<file path="config.mk">
export PLATFORM = sky130hd
export DESIGN_NAME = dmem_arbiter
export DESIGN_NICKNAME = d
export VERILOG_FILES = /design/src/rtl/dmem_arb_pkg.sv /design/src/rtl/dmem_req_check.sv /design/src/rtl/dmem_arbiter.sv
export SDC_FILE = /design/constraint.sdc
export NUM_CORES = 1
export LEC_CHECK = 0
export ABC_AREA = 1
export BUFFER_PORTS_ARGS = -buffer_cell sky130_fd_sc_hd__clkbuf_2
export CAP_MARGIN = 20
export CORE_MARGIN = 5
export CORE_UTILIZATION = 56
export DETAILED_ROUTE_END_ITERATION = 8
export PLACE_DENSITY_LB_ADDON = 0.05
export SLEW_MARGIN = 20
export SYNTH_ARGS = -nofsm -noshare
export SYNTH_HDL_FRONTEND = slang
export SYNTH_SLANG_ARGS = --single-unit
</file>
<file path="constraint.sdc">
create_clock -name clk_i -period 3.7 [get_ports clk_i]
set_input_delay 0.555 -clock clk_i [delete_from_list [all_inputs] [get_ports clk_i]]
set_output_delay 0.555 -clock clk_i [all_outputs]
set_load 0.02 [all_outputs]
</file>
<file path="src/rtl/dmem_arb_pkg.sv">
// Shared types for the data-memory arbiter: access sizes, FSM states, grant encoding.
package dmem_arb_pkg;

    localparam logic [2:0] SZ_B = 3'b000;
    localparam logic [2:0] SZ_H = 3'b001;
    localparam logic [2:0] SZ_W = 3'b010;

    typedef enum logic {
        ARB,
        DMA_LOCK
    } state_e;

    typedef enum logic [1:0] {
        GNT_NONE,
        GNT_CPU,
        GNT_DMA
    } gnt_e;

    // Unsupported encodings report 4 so the range check stays conservative.
    function automatic logic [2:0] size_nbytes(input logic [2:0] size);
        case (size)
            SZ_B:    return 3'd1;
            SZ_H:    return 3'd2;
            default: return 3'd4;
        endcase
    endfunction

endpackage

</file>
<file path="src/rtl/dmem_req_check.sv">
// Combinational legality check of one request: supported size and last byte inside memory.
// Zero latency; no flow control.
module dmem_req_check
    import dmem_arb_pkg::*;
#(
    parameter int unsigned MEM_BYTES = 8192
) (
    input  logic [2:0]  i_size,
    input  logic [31:0] i_addr,
    output logic        o_legal
);

    logic        w_size_ok;
    logic [32:0] w_last_byte;

    assign w_size_ok   = (i_size == SZ_B) || (i_size == SZ_H) || (i_size == SZ_W);
    // 33-bit sum so an address near 2^32 cannot wrap back into range.
    assign w_last_byte = {1'b0, i_addr} + {30'd0, size_nbytes(i_size)} - 33'd1;
    assign o_legal     = w_size_ok && (w_last_byte < 33'(MEM_BYTES));

endmodule

</file>
<file path="src/rtl/dmem_arbiter.sv">
// Shares the data-memory port between CPU (priority) and DMA (starvation guard, burst lock).
// Grant/ready is combinational; response is registered one cycle after acceptance.
module dmem_arbiter
    import dmem_arb_pkg::*;
#(
    parameter int unsigned MEM_BYTES = 8192,
    parameter int unsigned MAX_WAIT  = 8,
    parameter int unsigned MAX_BURST = 16
) (
    input  logic        clk_i,
    input  logic        rst_ni,
    input  logic        cpu_valid_i,
    output logic        cpu_ready_o,
    input  logic        cpu_wen_i,
    input  logic [2:0]  cpu_size_i,
    input  logic        cpu_signed_i,
    input  logic [31:0] cpu_addr_i,
    input  logic [31:0] cpu_wdata_i,
    output logic        cpu_rsp_valid_o,
    output logic        cpu_rsp_err_o,
    output logic [31:0] cpu_rsp_rdata_o,
    input  logic        dma_valid_i,
    output logic        dma_ready_o,
    input  logic        dma_wen_i,
    input  logic [2:0]  dma_size_i,
    input  logic        dma_signed_i,
    input  logic [31:0] dma_addr_i,
    input  logic [31:0] dma_wdata_i,
    input  logic        dma_last_i,
    output logic        dma_rsp_valid_o,
    output logic        dma_rsp_err_o,
    output logic [31:0] dma_rsp_rdata_o,
    output logic        mem_wen_o,
    output logic [2:0]  mem_size_o,
    output logic        mem_signed_o,
    output logic [31:0] mem_addr_o,
    output logic [31:0] mem_wdata_o,
    input  logic [31:0] mem_rdata_i
);

    localparam int WW = $clog2(MAX_WAIT + 1);
    localparam int BW = $clog2(MAX_BURST + 1);

    state_e        r_state, w_state_nxt;
    logic [WW-1:0] r_wait_cnt, w_wait_nxt;
    logic [BW-1:0] r_beat_cnt, w_beat_nxt;
    gnt_e          w_gnt;
    logic          w_cpu_legal, w_dma_legal;

    logic          r_cpu_rsp_vld, r_cpu_rsp_err, r_dma_rsp_vld, r_dma_rsp_err;
    logic [31:0]   r_cpu_rsp_dat, r_dma_rsp_dat;

    dmem_req_check #(.MEM_BYTES(MEM_BYTES)) u_cpu_chk (
        .i_size (cpu_size_i),
        .i_addr (cpu_addr_i),
        .o_legal(w_cpu_legal)
    );

    dmem_req_check #(.MEM_BYTES(MEM_BYTES)) u_dma_chk (
        .i_size (dma_size_i),
        .i_addr (dma_addr_i),
        .o_legal(w_dma_legal)
    );

    always_comb begin
        w_gnt       = GNT_NONE;
        w_state_nxt = r_state;
        w_wait_nxt  = r_wait_cnt;
        w_beat_nxt  = r_beat_cnt;
        // Grant is gated by reset so ready and mem_* fall to zero asynchronously.
        if (rst_ni) begin
            if (r_state == DMA_LOCK && dma_valid_i)                  w_gnt = GNT_DMA;
            else if (dma_valid_i && r_wait_cnt >= WW'(MAX_WAIT))     w_gnt = GNT_DMA;
            else if (cpu_valid_i)                                    w_gnt = GNT_CPU;
            else if (dma_valid_i)                                    w_gnt = GNT_DMA;
        end

        if (w_gnt == GNT_DMA) begin
            w_wait_nxt = '0;
            if (r_state == ARB) begin
                if (!dma_last_i && MAX_BURST > 1) begin
                    w_state_nxt = DMA_LOCK;
                    w_beat_nxt  = BW'(1);
                end
            end else begin
                w_beat_nxt = r_beat_cnt + BW'(1);
                if (dma_last_i || w_beat_nxt >= BW'(MAX_BURST)) begin
                    w_state_nxt = ARB;
                    w_beat_nxt  = '0;
                end
            end
        end else begin
            if (!dma_valid_i)                       w_wait_nxt = '0;
            else if (r_wait_cnt < WW'(MAX_WAIT))    w_wait_nxt = r_wait_cnt + WW'(1);
            // Not granting DMA while locked means dma_valid dropped: release the lock.
            if (r_state == DMA_LOCK) begin
                w_state_nxt = ARB;
                w_beat_nxt  = '0;
            end
        end
    end

    always_comb begin
        mem_wen_o    = 1'b0;
        mem_size_o   = '0;
        mem_signed_o = 1'b0;
        mem_addr_o   = '0;
        mem_wdata_o  = '0;
        case (w_gnt)
            GNT_CPU: begin
                mem_wen_o    = cpu_wen_i & w_cpu_legal;
                mem_size_o   = cpu_size_i;
                mem_signed_o = cpu_signed_i;
                mem_addr_o   = cpu_addr_i;
                mem_wdata_o  = cpu_wdata_i;
            end
            GNT_DMA: begin
                mem_wen_o    = dma_wen_i & w_dma_legal;
                mem_size_o   = dma_size_i;
                mem_signed_o = dma_signed_i;
                mem_addr_o   = dma_addr_i;
                mem_wdata_o  = dma_wdata_i;
            end
            default: ;
        endcase
    end

    assign cpu_ready_o = (w_gnt == GNT_CPU);
    assign dma_ready_o = (w_gnt == GNT_DMA);

    always_ff @(posedge clk_i or negedge rst_ni) begin
        if (!rst_ni) begin
            r_state       <= ARB;
            r_wait_cnt    <= '0;
            r_beat_cnt    <= '0;
            r_cpu_rsp_vld <= 1'b0;
            r_cpu_rsp_err <= 1'b0;
            r_cpu_rsp_dat <= '0;
            r_dma_rsp_vld <= 1'b0;
            r_dma_rsp_err <= 1'b0;
            r_dma_rsp_dat <= '0;
        end else begin
            r_state       <= w_state_nxt;
            r_wait_cnt    <= w_wait_nxt;
            r_beat_cnt    <= w_beat_nxt;
            r_cpu_rsp_vld <= (w_gnt == GNT_CPU);
            r_dma_rsp_vld <= (w_gnt == GNT_DMA);
            if (w_gnt == GNT_CPU) begin
                r_cpu_rsp_err <= ~w_cpu_legal;
                r_cpu_rsp_dat <= (w_cpu_legal && !cpu_wen_i) ? mem_rdata_i : '0;
            end
            if (w_gnt == GNT_DMA) begin
                r_dma_rsp_err <= ~w_dma_legal;
                r_dma_rsp_dat <= (w_dma_legal && !dma_wen_i) ? mem_rdata_i : '0;
            end
        end
    end

    assign cpu_rsp_valid_o = r_cpu_rsp_vld;
    assign cpu_rsp_err_o   = r_cpu_rsp_err;
    assign cpu_rsp_rdata_o = r_cpu_rsp_dat;
    assign dma_rsp_valid_o = r_dma_rsp_vld;
    assign dma_rsp_err_o   = r_dma_rsp_err;
    assign dma_rsp_rdata_o = r_dma_rsp_dat;

endmodule
</file>
; After elaboration in Yosys (flattened, before gate mapping)
; Cells that the tools add are included.
[totals]
register_bits = 78
latchBits = 0
ram_bits = 0
rom_bits = 0
in_bits = 175
n_memories = 0
[op_classes]
n_addsub = 6
multipliers = 0
n_div = 0
order_cmp = 5
eq_ne = 8
shifts = 0
n_mux = 26
bitwise_logic = 4
reduce_logical = 17
[op_table]
columns = operator, count
row1 = one-hot mux 32 bit (2 select lines), 2
row2 = adder 32 x 3 -> 33 bit, 2
row3 = < comparator 33 x 14 -> 1 bit (second input constant), 2
row4 = subtractor 33 x 1 -> 33 bit (second input constant), 2
row5 = two-way mux 32 bit, 2
row6 = two-way mux 5 bit, 5
row7 = one-hot mux 3 bit (2 select lines), 3
row8 = two-way mux 4 bit, 3
row9 = two-way mux 2 bit, 5
row10 = equality test 3 x 1 -> 1 bit (second input constant), 2
row11 = equality test 3 x 2 -> 1 bit (second input constant), 2
row12 = logical AND 1 bit, 6
row13 = logical NOT 3 bit, 2
row14 = adder 5 x 1 -> 5 bit (second input constant), 1
row15 = greater-or-equal comparator 5 bit (second input constant), 1
row16 = logical OR 1 bit, 5
row17 = adder 4 x 1 -> 4 bit (second input constant), 1
row18 = greater-or-equal comparator 4 bit (second input constant), 1
row19 = < comparator 4 bit (second input constant), 1
row20 = two-way mux 1 bit, 4
row21 = one-hot mux 1 bit (2 select lines), 2
row22 = != test 3 x 1 -> 1 bit (second input constant), 1
row23 = AND 1 bit, 2
row24 = equality test 2 x 1 -> 1 bit (second input constant), 1
row25 = 6 further kinds, 8

; Depth between registers and ports, before layout
; Gate-level depths: netlist of the first run.
[logic_depth]
depth_word = 8
depth_mapped = 24
mapped_depth_nobuf = 23

; Hierarchy
; From an unflattened synthesis of the first run, not the netlist that was laid out.
[hier_totals]
hier_cells = 1484
area_unflattened_um2 = 8884.8
[by_module_without_submodules]
columns = mod, instances, cells_per_inst, area_per_inst_um2, seq_area_each_um2
row1 = dmem_req_check, 2, 461, 2258.4, 0.0
row2 = dmem_arbiter, 1, 562, 4367.9, 1951.9

; Worst setup path after synthesis of the first run
; Ideal clock, no wire load.
[synth_path]
kind = input to output
start = in dma_size_i[1]
end = out mem_wen_o
arrival_ns = 2.593
t_required_ns = 3.145
slack_ns = 0.552
cell_stages = 18
path_cell_list = nor2_2 > ha_1 > inv_1 > ha_1 > nand2_1 > nor2_1 > nand3_1 > nand3_1 > nand2_1 > nand2_1 > nand2_1 > nand2_1 > nand3_1 > nor2_1 > nand3_1 > nor2_1 > nand4_1 > a21oi_1
[synth_between]
elab_chain_cells = 8
elab_cells_between_ends = 12
classes_between = add/sub (2) / order compare (1) / eq/ne (2) / mux (2) / bitwise (1) / reduce/logical (4)
[synth_rtl]
columns = element, line
row1 = start: declaration, dmem_arbiter.sv:25  ; input logic [2:0] dma_size_i,
row2 = equality test 3 x 1 -> 1 bit or logical NOT 3 bit (tied branches), "dmem_arb_pkg.sv:21, dmem_req_check.sv:16"
row3 = one-hot mux 3 bit (2 select lines), dmem_arb_pkg.sv:21  ; case (size)
row4 = adder 32 x 3 -> 33 bit, dmem_req_check.sv:18  ; assign w_last_byte = {1'b0, i_addr} + {30'd0, size_nbytes(i_size)} - 33'd1;
row5 = subtractor 33 x 1 -> 33 bit, dmem_req_check.sv:18
row6 = < comparator 33 x 14 -> 1 bit, dmem_req_check.sv:19  ; assign o_legal = w_size_ok && (w_last_byte < 33'(MEM_BYTES));
row7 = logical AND 1 bit *, dmem_req_check.sv:19
row8 = AND 1 bit *, dmem_arbiter.sv:118  ; mem_wen_o = dma_wen_i & w_dma_legal;
row9 = one-hot mux 1 bit (2 select lines) *, dmem_arbiter.sv:109  ; case (w_gnt)
row10 = end: declaration, dmem_arbiter.sv:33  ; output logic mem_wen_o,
; Mark *: on every way between the ends. The rest lies on a longest branch, timed or not.

; Final worst setup path of the first run
[layout_path]
start = in dma_addr_i[20]
end = out mem_wen_o
[layout_between]
elab_chain_cells = 6
[layout_rtl]
columns = element, line
row1 = start: declaration, dmem_arbiter.sv:27  ; input logic [31:0] dma_addr_i,
row2 = adder 32 x 3 -> 33 bit, dmem_req_check.sv:18
row3 = subtractor 33 x 1 -> 33 bit, dmem_req_check.sv:18
row4 = < comparator 33 x 14 -> 1 bit, dmem_req_check.sv:19
row5 = logical AND 1 bit, dmem_req_check.sv:19
row6 = AND 1 bit, dmem_arbiter.sv:118
row7 = one-hot mux 1 bit (2 select lines), dmem_arbiter.sv:109
; No other way between the ends.

==> reports/results.txt, run 1 <==
At the worst endpoint, the required time is 3.14 ns. The share of the synthesized netlist area taken by xor and xnor gates came out at 0.001928. The run gives 0.09229 ns as the final critical-path setup slack. The adder-cell share of the synthesized area is 0.09500. The logs give 6128 um^2 for the multi-input logic area and 78 for the CTS sink count.

The nature of the critical path endpoint is an output port. The detailed placement HPWL is 26.82 mm. The type of the worst setup path is input pin to output port. The pin count of the biggest net entering global routing is 77, and the total global-route track usage is 0.3384. CTS placed an instance of sky130_fd_sc_hd__clkbuf_16 at the clock tree root. The tools report the worst path arrival time as 3.05 ns. The maximum clock insertion buffer count came out at 2.

The starting density of the core is 0.5721, and the synthesized-area fraction occupied by ao, oa, aoi and oai cells is 0.1793. The cell count after placement was 2063; the fraction of power consumed by sequential logic was 0.302. The routed layout has 11270 vias.

From synthesis to final layout, the design area changed by 23.90%. The total power divided by cell area is 255.1 nW/um^2, and the mux cell area share after synthesis is 0. The analysis attributes to cell leakage a power of 0.006451 uW. In this run the core area contains 46 standard-cell rows. Derived from the worst setup path, the maximum achievable clock frequency is 0.2772 GHz. The floorplan step defined a die boundary enclosing 18870 um^2. After detailed routing, the average wire length per cell comes to 15.74 um.

The clock-pin slew reported for the worst setup and hold paths after clock tree synthesis was 0.06 ns. The violation count after the first detailed-routing iteration is 999. The core region is 15890 um^2.

STA classifies the critical path startpoint as an input pin. The origin of the worst setup path is dma_addr_i[20]. The antenna diode count came out at 0. Counting the fill cells in the layout gives 1475.

The reported net switching power was 1116 uW; the synthesized flop and latch total was 78. The number of search-and-repair iterations in the first detailed-routing pass was 6. The library cell used most frequently in the layout, excluding fill and tap cells, is sky130_fd_sc_hd__nand2_1. Setup violations remaining at the end of the flow were counted as 0.

The met2 usage in global routing is 0.5553. Of all nets on the critical path, the largest fanout is 5. The combinational cell fraction of total power was 0.394. The flow ran to the end, and the final reports show no timing, DRC or antenna violations. The share of the cycle needed by the critical path after routing is 0.9751, and the final RePlAce weighted congestion is 1.031.

The worst slew margin relative to its limit was 0.2765; the measured slew at the worst slew-check pin was 1.084 ns. After synthesis, the largest family of logic cells by area is simple AND/OR/NAND/NOR gates. The tools report the total count of hold-check failures in the final report as 0. TritonCTS built the clock tree. The routing usage on met1 is 0.4553. The run gives 51.18 mm as the first-pass GRT wire length. Horizontal extent of the die: 137.4 um.

After global routing the overflow that remains totals 0. The met3 track utilization from global routing is 0.06136. The net switching fraction of the power came out at 0.3886. During I/O placement, the number of pins put on the boundary was 314. The count of yosys warnings during synthesis came out at 0.

For the number of nets in the synthesized netlist, the log shows 1808. sky130_fd_sc_hd__nand2_1 takes more of the synthesized area than any other cell. Using the TritonRoute via totals, the vias-per-cell ratio works out to 5.413. The synthesized area divided by synthesized cell count is 5.810 um^2, and the clock network fraction of total power is 0.304. The number of global-route vias before repair came out at 10450. CTS built an H-tree with a depth of 3.

Counting distinct cell types in the post-synthesis netlist gives 35. The internal power of the cells totals 1756 uW. The run gives 0.005582 ns as the worst setup skew after layout. Among all flip-flop cells after synthesis, the most frequent one is sky130_fd_sc_hd__dfrtp_1. For this run, design rule violations remaining after detail routing come to 0. During placement, the flow inserted port buffers numbering 313. The post-synthesis share of cell area spent on and, or, nand and nor gates came out at 0.3855.

Leaving out fill and tap cells, the most frequent cells in the layout are sky130_fd_sc_hd__nand2_1, sky130_fd_sc_hd__clkbuf_2, sky130_fd_sc_hd__inv_1, sky130_fd_sc_hd__a21oi_1, sky130_fd_sc_hd__nor2_1. The overall routed net length was 32.77 mm; the area of the mapped netlist was 9087 um^2. Buffers inserted during clock tree synthesis total 9. The beginning of the worst register-to-register path was r_wait_cnt[3]. The cell count after synthesis came out at 1564. The number of non-filler instances in the completed layout is 2082, and the number of hold buffers added after cts is 0.

The initial antenna violation count was 0. VDD sags by at most 0.2518 mV. The floorplan step set the die height to 137.4 um. The most utilized layer in the global route result was met2.

The number of max-slew violations in the final report is 0, and the clock insertion delay at the later pin of the skew report is 0.34 ns. In the final layout, flip-flops and latches occupy 1952 um^2. The share of the synthesized area in the top cell type was 0.2532; the post-route minimum period was 3.608 ns. Sorting the synthesized cells by area gives the leading types as sky130_fd_sc_hd__nand2_1, sky130_fd_sc_hd__dfrtp_1, sky130_fd_sc_hd__inv_1, sky130_fd_sc_hd__ha_1, sky130_fd_sc_hd__a21oi_1. The run gives -0.02558 ns as the worst slack at placement. The final layout contains 2105 nets.

On the final layout, the worst hold slack is 0.01470 ns. The proportion of layout cells with a drive suffix above 1 works out to 0.2406. For the final antenna-violating net count, the log shows 0. Max-cap violations in this run came to 0. Worst hold-check path type: input pin to async pin. Fraction of registers with async set/reset: 1.000. The part of the Yosys area used for sequential elements is 0.2148, and the count of flip-flops with a built-in enable after synthesis is 0.
-- worst paths after layout --
kind                                        to  slack [ns]  cells past startpoint
max                                  mem_wen_o        0.09                     18
min                              r_wait_cnt[0]        0.01                      1
max reg2reg                dma_rsp_rdata_o[13]        1.00                      7
min reg2reg                cpu_rsp_rdata_o[29]        0.48                      2
max in group asynchronous   cpu_rsp_rdata_o[4]        2.59                      2
min in group clk_i         cpu_rsp_rdata_o[20]        0.47                      3
-- registers in the layout (all words and copies together) (netlist names) --
name and cells:
dma_rsp_err_o 1, cpu_rsp_err_o 1, r_wait_cnt 4, cpu_rsp_rdata_o 32, dma_rsp_valid_o 1, cpu_rsp_valid_o 1, dma_rsp_rdata_o 32, r_state 1
r_beat_cnt 5
-- cell type report --
class                   count  share of cell area
inverters                 245             0.08168
repair buffers            328              0.1507
clock inverters             5            0.005334
multi-input cells        1199              0.5443
clock buffers              11             0.02067
flip-flops and latches     78              0.1734
well taps                 216             0.02400
-- repair_timing --
item                                    in CTS  in global routing
gates cloned                                 0                  0
endpoints found under the hold margin        0                  0
resized for setup                            1                 29
buffers inserted                             0                  3
pin swaps                                    0                  9
endpoints found under the setup margin       1                  1
-- routing by layer --
layer | part of all wire | up-vias
met4 | 0.030 | 0
met1 | 0.42 | 5115
met5 | 0 | -
li1 | - | 5547
met2 | 0.47 | 530
met3 | 0.086 | 77
-- synth_stat cells, types with 2 or more instances --
cell type / number
sky130_fd_sc_hd__nor2_2: 8
sky130_fd_sc_hd__nand3b_1: 5
sky130_fd_sc_hd__nand4_1: 13
sky130_fd_sc_hd__inv_1: 240
sky130_fd_sc_hd__and3_1: 2
sky130_fd_sc_hd__o21ai_0: 40
sky130_fd_sc_hd__o21ai_1: 2
sky130_fd_sc_hd__nand4_4: 2
sky130_fd_sc_hd__clkbuf_1: 35
sky130_fd_sc_hd__o21a_1: 3
sky130_fd_sc_hd__nand2_1: 613
sky130_fd_sc_hd__o21bai_1: 12
sky130_fd_sc_hd__buf_6: 6
sky130_fd_sc_hd__nor2_1: 107
sky130_fd_sc_hd__a211oi_1: 2
sky130_fd_sc_hd__nand2_2: 4
sky130_fd_sc_hd__nand3_1: 74
sky130_fd_sc_hd__inv_2: 5
sky130_fd_sc_hd__nor3_2: 2
sky130_fd_sc_hd__and2_1: 4
sky130_fd_sc_hd__nor4_1: 4
sky130_fd_sc_hd__ha_1: 69
sky130_fd_sc_hd__dfrtp_1: 78
sky130_fd_sc_hd__a21oi_1: 145
sky130_fd_sc_hd__o21ai_2: 60
sky130_fd_sc_hd__nor3_1: 20
-- through the flow --
stage | utilization | area (um^2) | total power (uW) | setup TNS, ns
floorplan | - | 9087 | 1592 | 0
global placement | 0.6819 | 10830 | 1955 | 0
detailed placement | 0.6819 | 10830 | 1966 | -0.02558
CTS | 0.7005 | 11130 | 2834 | 0
global route | 0.7088 | 11260 | 3045 | -0.03348
finish | 0.7088 | 11260 | 2873 | 0
-- logic make-up after synthesis --
logic type	count (synthesis)
XOR/XNOR	2
buffers and inverters	287
adder cells (fa/ha/maj)	69
flip-flops	78
AND/OR/NAND/NOR	859
AO/OA/AOI/OAI	269
-- critical path, stage by stage --
cell,delay (ns)
sky130_fd_sc_hd__clkbuf_2,0.13
sky130_fd_sc_hd__inv_1,0.05
sky130_fd_sc_hd__ha_1,0.38
sky130_fd_sc_hd__nand2_1,0.20
sky130_fd_sc_hd__nor2_1,0.28
sky130_fd_sc_hd__nand2_1,0.11
sky130_fd_sc_hd__nor2_1,0.12
sky130_fd_sc_hd__nand2_1,0.08
sky130_fd_sc_hd__nand2_1,0.10
sky130_fd_sc_hd__nand2_1,0.09
sky130_fd_sc_hd__nand2_1,0.07
sky130_fd_sc_hd__nand2_1,0.05
sky130_fd_sc_hd__nand2_1,0.08
sky130_fd_sc_hd__nand2_1,0.09
sky130_fd_sc_hd__nor2_4,0.14
sky130_fd_sc_hd__nand4_1,0.15
sky130_fd_sc_hd__a21oi_1,0.18
sky130_fd_sc_hd__buf_4,0.19
-- power by group through the flow --
| stage | sequential [uW] | clock [uW] | combinational (uW) |
|---|---|---|---|
| finish | 869 | 872 | 1130 |
| global route | 869 | 914 | 1260 |
| CTS | 868 | 876 | 1090 |
| detailed placement | 884 | 0 | 1080 |
| global placement | 883 | 0 | 1070 |
| floorplan | 883 | 0 | 708 |
No activity file was read; power rests on OpenSTA's default activity.
==> inputs of run 2 (changes only) <==
--- a/config.mk
+++ b/config.mk
@@ -15,4 +15,5 @@
 export SLEW_MARGIN = 20
 export SYNTH_ARGS = -nofsm -noshare
 export SYNTH_HDL_FRONTEND = slang
+export SYNTH_HIERARCHICAL = 1
 export SYNTH_SLANG_ARGS = --single-unit
==> run 2 against run 1 <==
Net effect:
- the flow now finishes with violations (setup timing)
- area after synthesis is 2.2% lower
- fmax is 4.3% lower
- critical path depth is 3 higher
- critical endpoint unchanged
- highest routed layer unchanged
==> reports/results.txt, run 2 <==
The run gives 8885 um^2 (-2.2%) as the area of the mapped netlist. The required time at the endpoint of the critical path came out at 3.14 ns (about the same). The worst hold-check path type is input pin to async pin. The tools report the boundary pin count as 314 (unchanged).

The tools report the total non-filler cell area in the finished layout as 11570 um^2 (+2.8%). The detail-routed net length per standard cell was 16.75 um (+6.4%); the final critical-path setup slack was -0.06804 ns (-0.1603 ns). The maximum fanout encountered on the critical timing path was 3 (-2); the via density per instance was 5.444 (+0.59%). The final reports fail on setup timing.

The worst register-to-register path begins at r_state. The logs give 2 (unchanged) for the maximum clock insertion buffer count and 0 (unchanged) for the max-capacitance violation count. The CTS sink count was 78 (unchanged). The flip-flop cell with the highest count after synthesis is sky130_fd_sc_hd__dfrtp_1. The number of CTS-inserted buffers is 9 (unchanged), and the clock-pin slew reported for the worst setup and hold paths after clock tree synthesis is 0.06 ns (about the same). The logs give 0.34 ns (about the same) for the clock insertion delay at the later pin of the skew report and 34.27 mm (+4.6%) for the overall routed net length.

The tools report the number of remaining DRC errors as 0 (unchanged). The tools report the overall overflow remaining after global route as 0 (unchanged). The biggest area consumer among synthesized cells was sky130_fd_sc_hd__dfrtp_1. The distinct cell type count of the synthesized netlist was 37 (+5.7%). Number of rows in the core area: 46 (unchanged). By count the netlist is led by sky130_fd_sc_hd__nand2_1, sky130_fd_sc_hd__inv_1, sky130_fd_sc_hd__a21oi_1, sky130_fd_sc_hd__nor2_1, sky130_fd_sc_hd__dfrtp_1. The total power divided by cell area is 258.3 nW/um^2 (+1.2%). The flow ran to the end, but the final reports show violations. The proportion of layout cells with a drive suffix above 1 works out to 0.2705 (+0.02987).

The overall die height was 136.0 um (-1.0%); the count of flip-flops with a built-in enable after synthesis was 0 (unchanged). The initial antenna violation count is 0 (unchanged). The horizontal extent of the die came out at 136.0 um (-1.0%).

The most common cell after layout, fill and taps aside is sky130_fd_sc_hd__nand2_1. CTS placed an instance of sky130_fd_sc_hd__clkbuf_16 at the clock tree root. The most common cell in the synthesized netlist is sky130_fd_sc_hd__nand2_1.

Detailed placement HPWL: 27.73 mm (+3.4%). The synthesized flop and latch total is 78 (unchanged). The antenna diode count was 0 (unchanged). The measured slew at the worst slew-check pin was 1.073 ns (-0.01106 ns); the starting density of the core was 0.5655 (-0.006614).

The tools report the number of max-slew violations in the final report as 0 (unchanged). The run gives 2026 (-1.8%) as the cell count after placement. For the instance count of the mapped netlist, the log shows 1484 (-5.1%).

The tools report the count of yosys warnings during synthesis as 6 (+6). The run gives 1952 um^2 (unchanged) as the area occupied by registers. Final antenna-violating net count: 0 (unchanged). The run gives 3 (unchanged) as the H-tree depth.

The share of the synthesized area in the top cell type works out to 0.2197 (-0.03351). The synthesized area divided by synthesized cell count was 5.987 um^2 (+3.0%). The number of setup violations in the final report came out at 1 (+1).

The run gives 11140 (-1.2%) as the number of vias after detailed routing. TritonCTS built the clock tree. The tools report the final net count as 2070 (-1.7%).

The type of the worst setup path was input pin to output port. The port buffer count was 313 (unchanged); the filler cell count was 1337 (-9.4%). The part of the Yosys area used for sequential elements was 0.2197 (+0.004900); the post-route minimum period was 3.768 ns (+0.1603 ns).

The total placed instance area came out at 10920 um^2 (+0.83%). Final RePlAce weighted congestion: 1.037 (+0.62%). Setup repair after global routing could not meet its margin everywhere. After synthesis, the cell types taking the most area are sky130_fd_sc_hd__dfrtp_1, sky130_fd_sc_hd__nand2_1, sky130_fd_sc_hd__inv_1, sky130_fd_sc_hd__ha_1, sky130_fd_sc_hd__a21oi_1. In the layout the commonest cells are sky130_fd_sc_hd__nand2_1, sky130_fd_sc_hd__clkbuf_2, sky130_fd_sc_hd__inv_1, sky130_fd_sc_hd__a21oi_1, sky130_fd_sc_hd__nor2_1. For the multi-input logic area, the log shows 6001 um^2 (-2.1%).

Critical path startpoint category: an input pin. The number of nets in the synthesized netlist was 1729 (-4.4%); the total global-route track usage was 0.3537 (+0.01536). The run gives 74 (-3.9%) as the pin count of the biggest net entering global routing. The area of the die came out at 18490 um^2 (-2.1%). The worst setup skew after layout was 0.006692 ns (+0.001111 ns). The maximum operating frequency is 0.2654 GHz (-4.3%). The static leakage power is 0.006456 uW (about the same). Area of the core: 15710 um^2 (-1.1%). The run gives 0.2839 (+0.007384) as the worst slew margin relative to its limit.

The number of global-route vias before repair is 10360 (-0.95%). The core utilization of the finished layout is 0.7364 (+0.02762). The tools report the violation count after the first detailed-routing iteration as 815 (-18%). The tools report the number of hold buffers added after cts as 0 (unchanged). The tools report the maximum vdd drop as 0.2518 mV (about the same).

The share of the cycle needed by the critical path after routing was 1.018 (+0.04333). The fraction of registers with async set/reset is 1.000 (unchanged). The number of non-filler instances in the completed layout is 2046 (-1.7%). The run gives 51.94 mm (+1.5%) as the first-pass GRT wire length. Nature of the critical path endpoint: an output port. From synthesis to final layout, the design area changed by 30.24%. For the number of search-and-repair iterations in the first detailed-routing pass, the log shows 5 (-1). The worst path arrival time was 3.21 ns (+0.16 ns); the total count of hold-check failures in the final report was 0 (unchanged). The origin of the worst setup path was cpu_size_i[1].
## run 2: final timing paths
kind	slack, ns	cells past startpoint	end
worst max-delay path	-0.07	21	mem_wen_o
worst min-delay path	0.1	1	cpu_rsp_rdata_o[31]
worst max register to register	1.12	9	cpu_rsp_rdata_o[25]
worst min register to register	0.48	2	dma_rsp_rdata_o[16]
max in group asynchronous	2.57	2	cpu_rsp_rdata_o[5]
min in group clk_i	0.46	3	dma_rsp_rdata_o[24]
## run 2: timing repair
action	CTS	global route
setup buffers	2	2
resized for setup	34	53
pin swaps	28	49
endpoints found under the setup margin	1	1
gates cloned	0	0
## run 2: cell families (layout without fill, tap and decap cells)
logic type / count (synthesis) / count (layout) / share of synthesized area
simple gates: 755 / 755 / 0.3495
buf+inv: 291 / 637 / 0.1351
compound gates: 290 / 290 / 0.1972
flops: 78 / 78 / 0.2197
fa+ha+maj: 70 / 70 / 0.09858
## run 2: final cells by class
type                       instances  share of cell area
multi-input combinational       1115              0.5186
timing repair buffer             374              0.1829
sequential                        78              0.1687
inverter                         247             0.08034
tap                              216             0.02336
clock buffer                      13             0.02249
clock inverter                     3            0.003676
## run 2: power by group
group | leakage, uW | switching, uW | internal, uW
logic | 0.00524 | 782 | 446
clock network | 0.000146 | 335 | 558
registers | 0.00107 | 6.68 | 861
## run 2: routing by layer
| metal | GRT usage | share of wire | vias to the layer above |
|---|---|---|---|
| met2 | 0.6040 | 0.47 | 558 |
| met4 | 0.1641 | 0.049 | 0 |
| li1 | - | - | 5455 |
| met1 | 0.4385 | 0.39 | 5027 |
| met5 | 0 | 0 | - |
| met3 | 0.05588 | 0.087 | 99 |
## run 2: through the flow
step           setup TNS (ns)  power (uW)  hold slack, ns  worst slack, ns
6_report             -0.06804        2989         0.09642         -0.06804
5_1_grt               -0.2090        3154          0.1101          -0.2090
4_1_cts              -0.03536        2923          0.1021         -0.03536
3_5_place_dp          -0.2459        2022          0.4598          -0.2459
3_3_place_gp          -0.1642        2009          0.4584          -0.1642
2_1_floorplan               0        1587          0.2594           0.1671
## run 2: critical path, cell delays in order
cell                       delay [ns]
sky130_fd_sc_hd__buf_8           0.10
sky130_fd_sc_hd__nand3b_1        0.21
sky130_fd_sc_hd__nand2_1         0.10
sky130_fd_sc_hd__ha_1            0.14
sky130_fd_sc_hd__inv_1           0.06
sky130_fd_sc_hd__ha_4            0.16
sky130_fd_sc_hd__a21oi_1         0.26
sky130_fd_sc_hd__o21bai_1        0.13
sky130_fd_sc_hd__a21oi_1         0.19
sky130_fd_sc_hd__nand2_2         0.11
sky130_fd_sc_hd__nand2_1         0.09
sky130_fd_sc_hd__and2_1          0.13
sky130_fd_sc_hd__o21ai_1         0.06
sky130_fd_sc_hd__nor2_1          0.14
sky130_fd_sc_hd__nand3_2         0.11
sky130_fd_sc_hd__nor2_4          0.15
sky130_fd_sc_hd__nand2_4         0.06
sky130_fd_sc_hd__inv_2           0.07
sky130_fd_sc_hd__nand2_2         0.05
sky130_fd_sc_hd__a21oi_2         0.15
sky130_fd_sc_hd__clkbuf_8        0.16
==> inputs of run 3 (changes only) <==
--- a/config.mk
+++ b/config.mk
@@ -9,10 +9,10 @@
 export BUFFER_PORTS_ARGS = -buffer_cell sky130_fd_sc_hd__clkbuf_2
 export CAP_MARGIN = 20
 export CORE_MARGIN = 5
-export CORE_UTILIZATION = 56
+export CORE_UTILIZATION = 52
 export DETAILED_ROUTE_END_ITERATION = 8
 export PLACE_DENSITY_LB_ADDON = 0.05
-export SLEW_MARGIN = 20
+export SLEW_MARGIN = 10
 export SYNTH_ARGS = -nofsm -noshare
 export SYNTH_HDL_FRONTEND = slang
 export SYNTH_HIERARCHICAL = 1
==> constraint.sdc (replaced) <==
create_clock -name clk_i -period 4 [get_ports clk_i]
set_input_delay 0.6 -clock clk_i [delete_from_list [all_inputs] [get_ports clk_i]]
set_output_delay 0.6 -clock clk_i [all_outputs]
set_load 0.05 [all_outputs]
==> run 3 against run 2 <==
Net effect:
- the run now ends clean
- clock skew shrank 0.0012 ns
- clock power shrank 9.5%
- combinational power shrank 9.8%
- critical path depth grew 4
- non-clock buffer count shrank 42
- largest power group unchanged
- flip-flop and latch count is the same
- die area grew 7.1%
- sequential power shrank 7.4%
- clock-buffer cell count shrank 1
- setup slack gained 0.16 ns
==> reports/results.txt, run 3 (synthesis gave the netlist of run 2 again) <==
The worst setup path is of the input pin to output port kind. In this design, the largest share of critical-path delay is due to simple AND/OR/NAND/NOR gates. The clock-pin slew reported for the worst setup and hold paths after clock tree synthesis works out to 0.06 ns (about the same). The number of buffers and inverters on the critical path was 6 (+2); the number of setup violations in the final report was 0 (-1). The detail-routed net length per standard cell was 16.27 um (-2.9%); the number of global-route vias before repair was 9892 (-4.5%). The static leakage power came out at 0.006207 uW (-3.8%).

The run gives 314 (unchanged) as the boundary pin count. The logs give 3.30 ns (+0.09 ns) for the worst path arrival time and 16700 um^2 (+6.3%) for the area of the core. The overall power after layout was 2721 uW (-9.0%). The total negative slack for setup checks is 0 ns (+0.06804 ns).

The maximum vdd drop came out at 0.2117 mV (-16%). The tools report the nature of the critical path endpoint as an output port. The tools report the pin count of the biggest net entering global routing as 72 (-2.7%). The number of max-slew violations in the final report was 0 (unchanged); the via density per instance was 5.394 (-0.92%). The H-tree depth was 3 (unchanged); the initial antenna violation count was 0 (unchanged). Leaving out fill and tap cells, the most frequent cell in the layout is sky130_fd_sc_hd__nand2_1.

The tools report the starting density of the core as 0.5320 (-0.03347). The port buffer count is 313 (unchanged), and the measured slew at the worst slew-check pin is 1.079 ns (+0.005703 ns). The tools report the first-pass GRT wire length as 50.13 mm (-3.5%). The share of the cycle needed by the critical path after routing is 0.9759. Worst slew margin relative to its limit: 0.2801 (-0.003806).

The worst path needs 3.903 ns of the cycle, external delays included. The number of search-and-repair iterations in the first detailed-routing pass is 6 (+1), and the overall routed net length is 32.65 mm (-4.7%). The proportion of layout cells with a drive suffix above 1 is 0.2395 (-0.03098), and the violation count after the first detailed-routing iteration is 796 (-2.3%).

The area growth from synthesis to layout is 25.32%, and the maximum fanout encountered on the critical timing path is 3 (unchanged). The overall die height is 140.7 um (+3.5%), and the filler cell count is 1546 (+16%). The run gives 9 (unchanged) as the number of CTS-inserted buffers. The root buffer cell chosen for the clock tree is sky130_fd_sc_hd__clkbuf_16. Leaving out fill and tap cells, the most frequent cells in the layout are sky130_fd_sc_hd__nand2_1, sky130_fd_sc_hd__clkbuf_2, sky130_fd_sc_hd__inv_1, sky130_fd_sc_hd__a21oi_1, sky130_fd_sc_hd__nor2_1. The run gives 10830 (-2.8%) as the number of vias after detailed routing. In this run the worst hold path is classified as input pin to async pin. The worst setup skew after layout came out at 0.005445 ns (-0.001248 ns). Required time at the endpoint of the critical path: 3.40 ns (+0.26 ns). The antenna diode count is 0 (unchanged).

The max-capacitance violation count was 0 (unchanged). The number of hold buffers added after cts came out at 0 (unchanged). Clock insertion delay at the later pin of the skew report: 0.34 ns (about the same).

The stage delay of the slowest cell on the critical path is 0.27 ns (about the same), and the total global-route track usage is 0.3102 (-0.04348). Critical path startpoint category: an input pin. The area occupied by registers was 1952 um^2 (unchanged); the number of rows in the core area was 47 (+2.2%).

The number of remaining DRC errors is 0 (unchanged). The maximum operating frequency was 0.2562 GHz; the CTS sink count was 78 (unchanged). Setup repair after global routing could not meet its margin everywhere. The run finished with clean final reports.

Final net count: 2028 (-2.0%). The detailed placement HPWL is 26.67 mm (-3.8%). The standard cell with the maximum stage delay on the critical path is sky130_fd_sc_hd__ha_4. Core utilization of the finished layout: 0.6667 (-0.06973). The horizontal extent of the die works out to 140.7 um (+3.5%). The run gives 5907 um^2 (-1.6%) as the multi-input logic area. Final antenna-violating net count: 0 (unchanged). The area of the die was 19800 um^2 (+7.1%); the total power divided by cell area was 244.4 nW/um^2 (-5.4%).

The run gives 0 (unchanged) as the overall overflow remaining after global route. TritonCTS built the clock tree. The logs give 0.9974 (-3.8%) for the final RePlAce weighted congestion and 2 (unchanged) for the maximum clock insertion buffer count. The tools report the minimum hold slack as 0.09166 ns (-0.004760 ns). The tools report the total count of hold-check failures in the final report as 0 (unchanged).
run 3: cell types whose count changed in the layout (fill, tap and decap cells not counted), sizes merged:
cell	before	now
buf	67	23
clkinvlp	1	2
clkinv	1	0
clkbuf	320	321
run 3: metal layers:
metal  share of wire  vias to the layer above  global-route usage
li1                -                     5376                   -
met1            0.42                     4855              0.4105
met2            0.46                      524              0.5141
met3           0.082                       71             0.04436
met4           0.035                        0              0.1188
met5               0                        -                   0
run 3: worst paths after layout:
check / start / to / slack (ns) / depth (start not counted)
min in group clk_i: cpu_rsp_rdata_o[28] / cpu_rsp_rdata_o[28] / 0.48 / 2
max: cpu_size_i[2] / mem_wen_o / 0.1 / 25
min: rst_ni / cpu_rsp_rdata_o[28] / 0.09 / 1
min reg2reg: cpu_rsp_rdata_o[28] / cpu_rsp_rdata_o[28] / 0.48 / 2
max reg2reg: r_state / cpu_rsp_rdata_o[25] / 1.24 / 9
max in group asynchronous: rst_ni / cpu_rsp_rdata_o[9] / 2.80 / 2
run 3: repair_timing:
item                       4_1_cts  5_1_grt
setup endpoints to repair        1        1
pin swaps                        2       27
hold endpoints to repair         0        0
setup buffers                    0        2
resized for setup                3       50
run 3: cell type report:
cell class | count | share of cell area
timing repair buffer | 332 | 0.1596
clock buffer | 12 | 0.02214
inverter | 247 | 0.08372
sequential | 78 | 0.1753
clock inverter | 3 | 0.004045
tap | 220 | 0.02472
multi-input combinational | 1115 | 0.5305
run 3: report_power, final:
group	switching [uW]	leakage (uW)	total (uW)	internal [uW]
logic	749	0.00500	1110	361
registers	6.62	0.00107	803	796
clock network	312	0.000135	809	497
run 3: metrics by stage:
stage                     worst slack, ns  cell area (um^2)  instances
after global routing              -0.1118             11130       2007
after CTS                        0.006638             10940       2005
after detailed placement         -0.04450             10650       1990
after global placement            0.01988             10650       1990
final                             0.09650             11130       2007
after floorplan                    0.2331              8889       1484
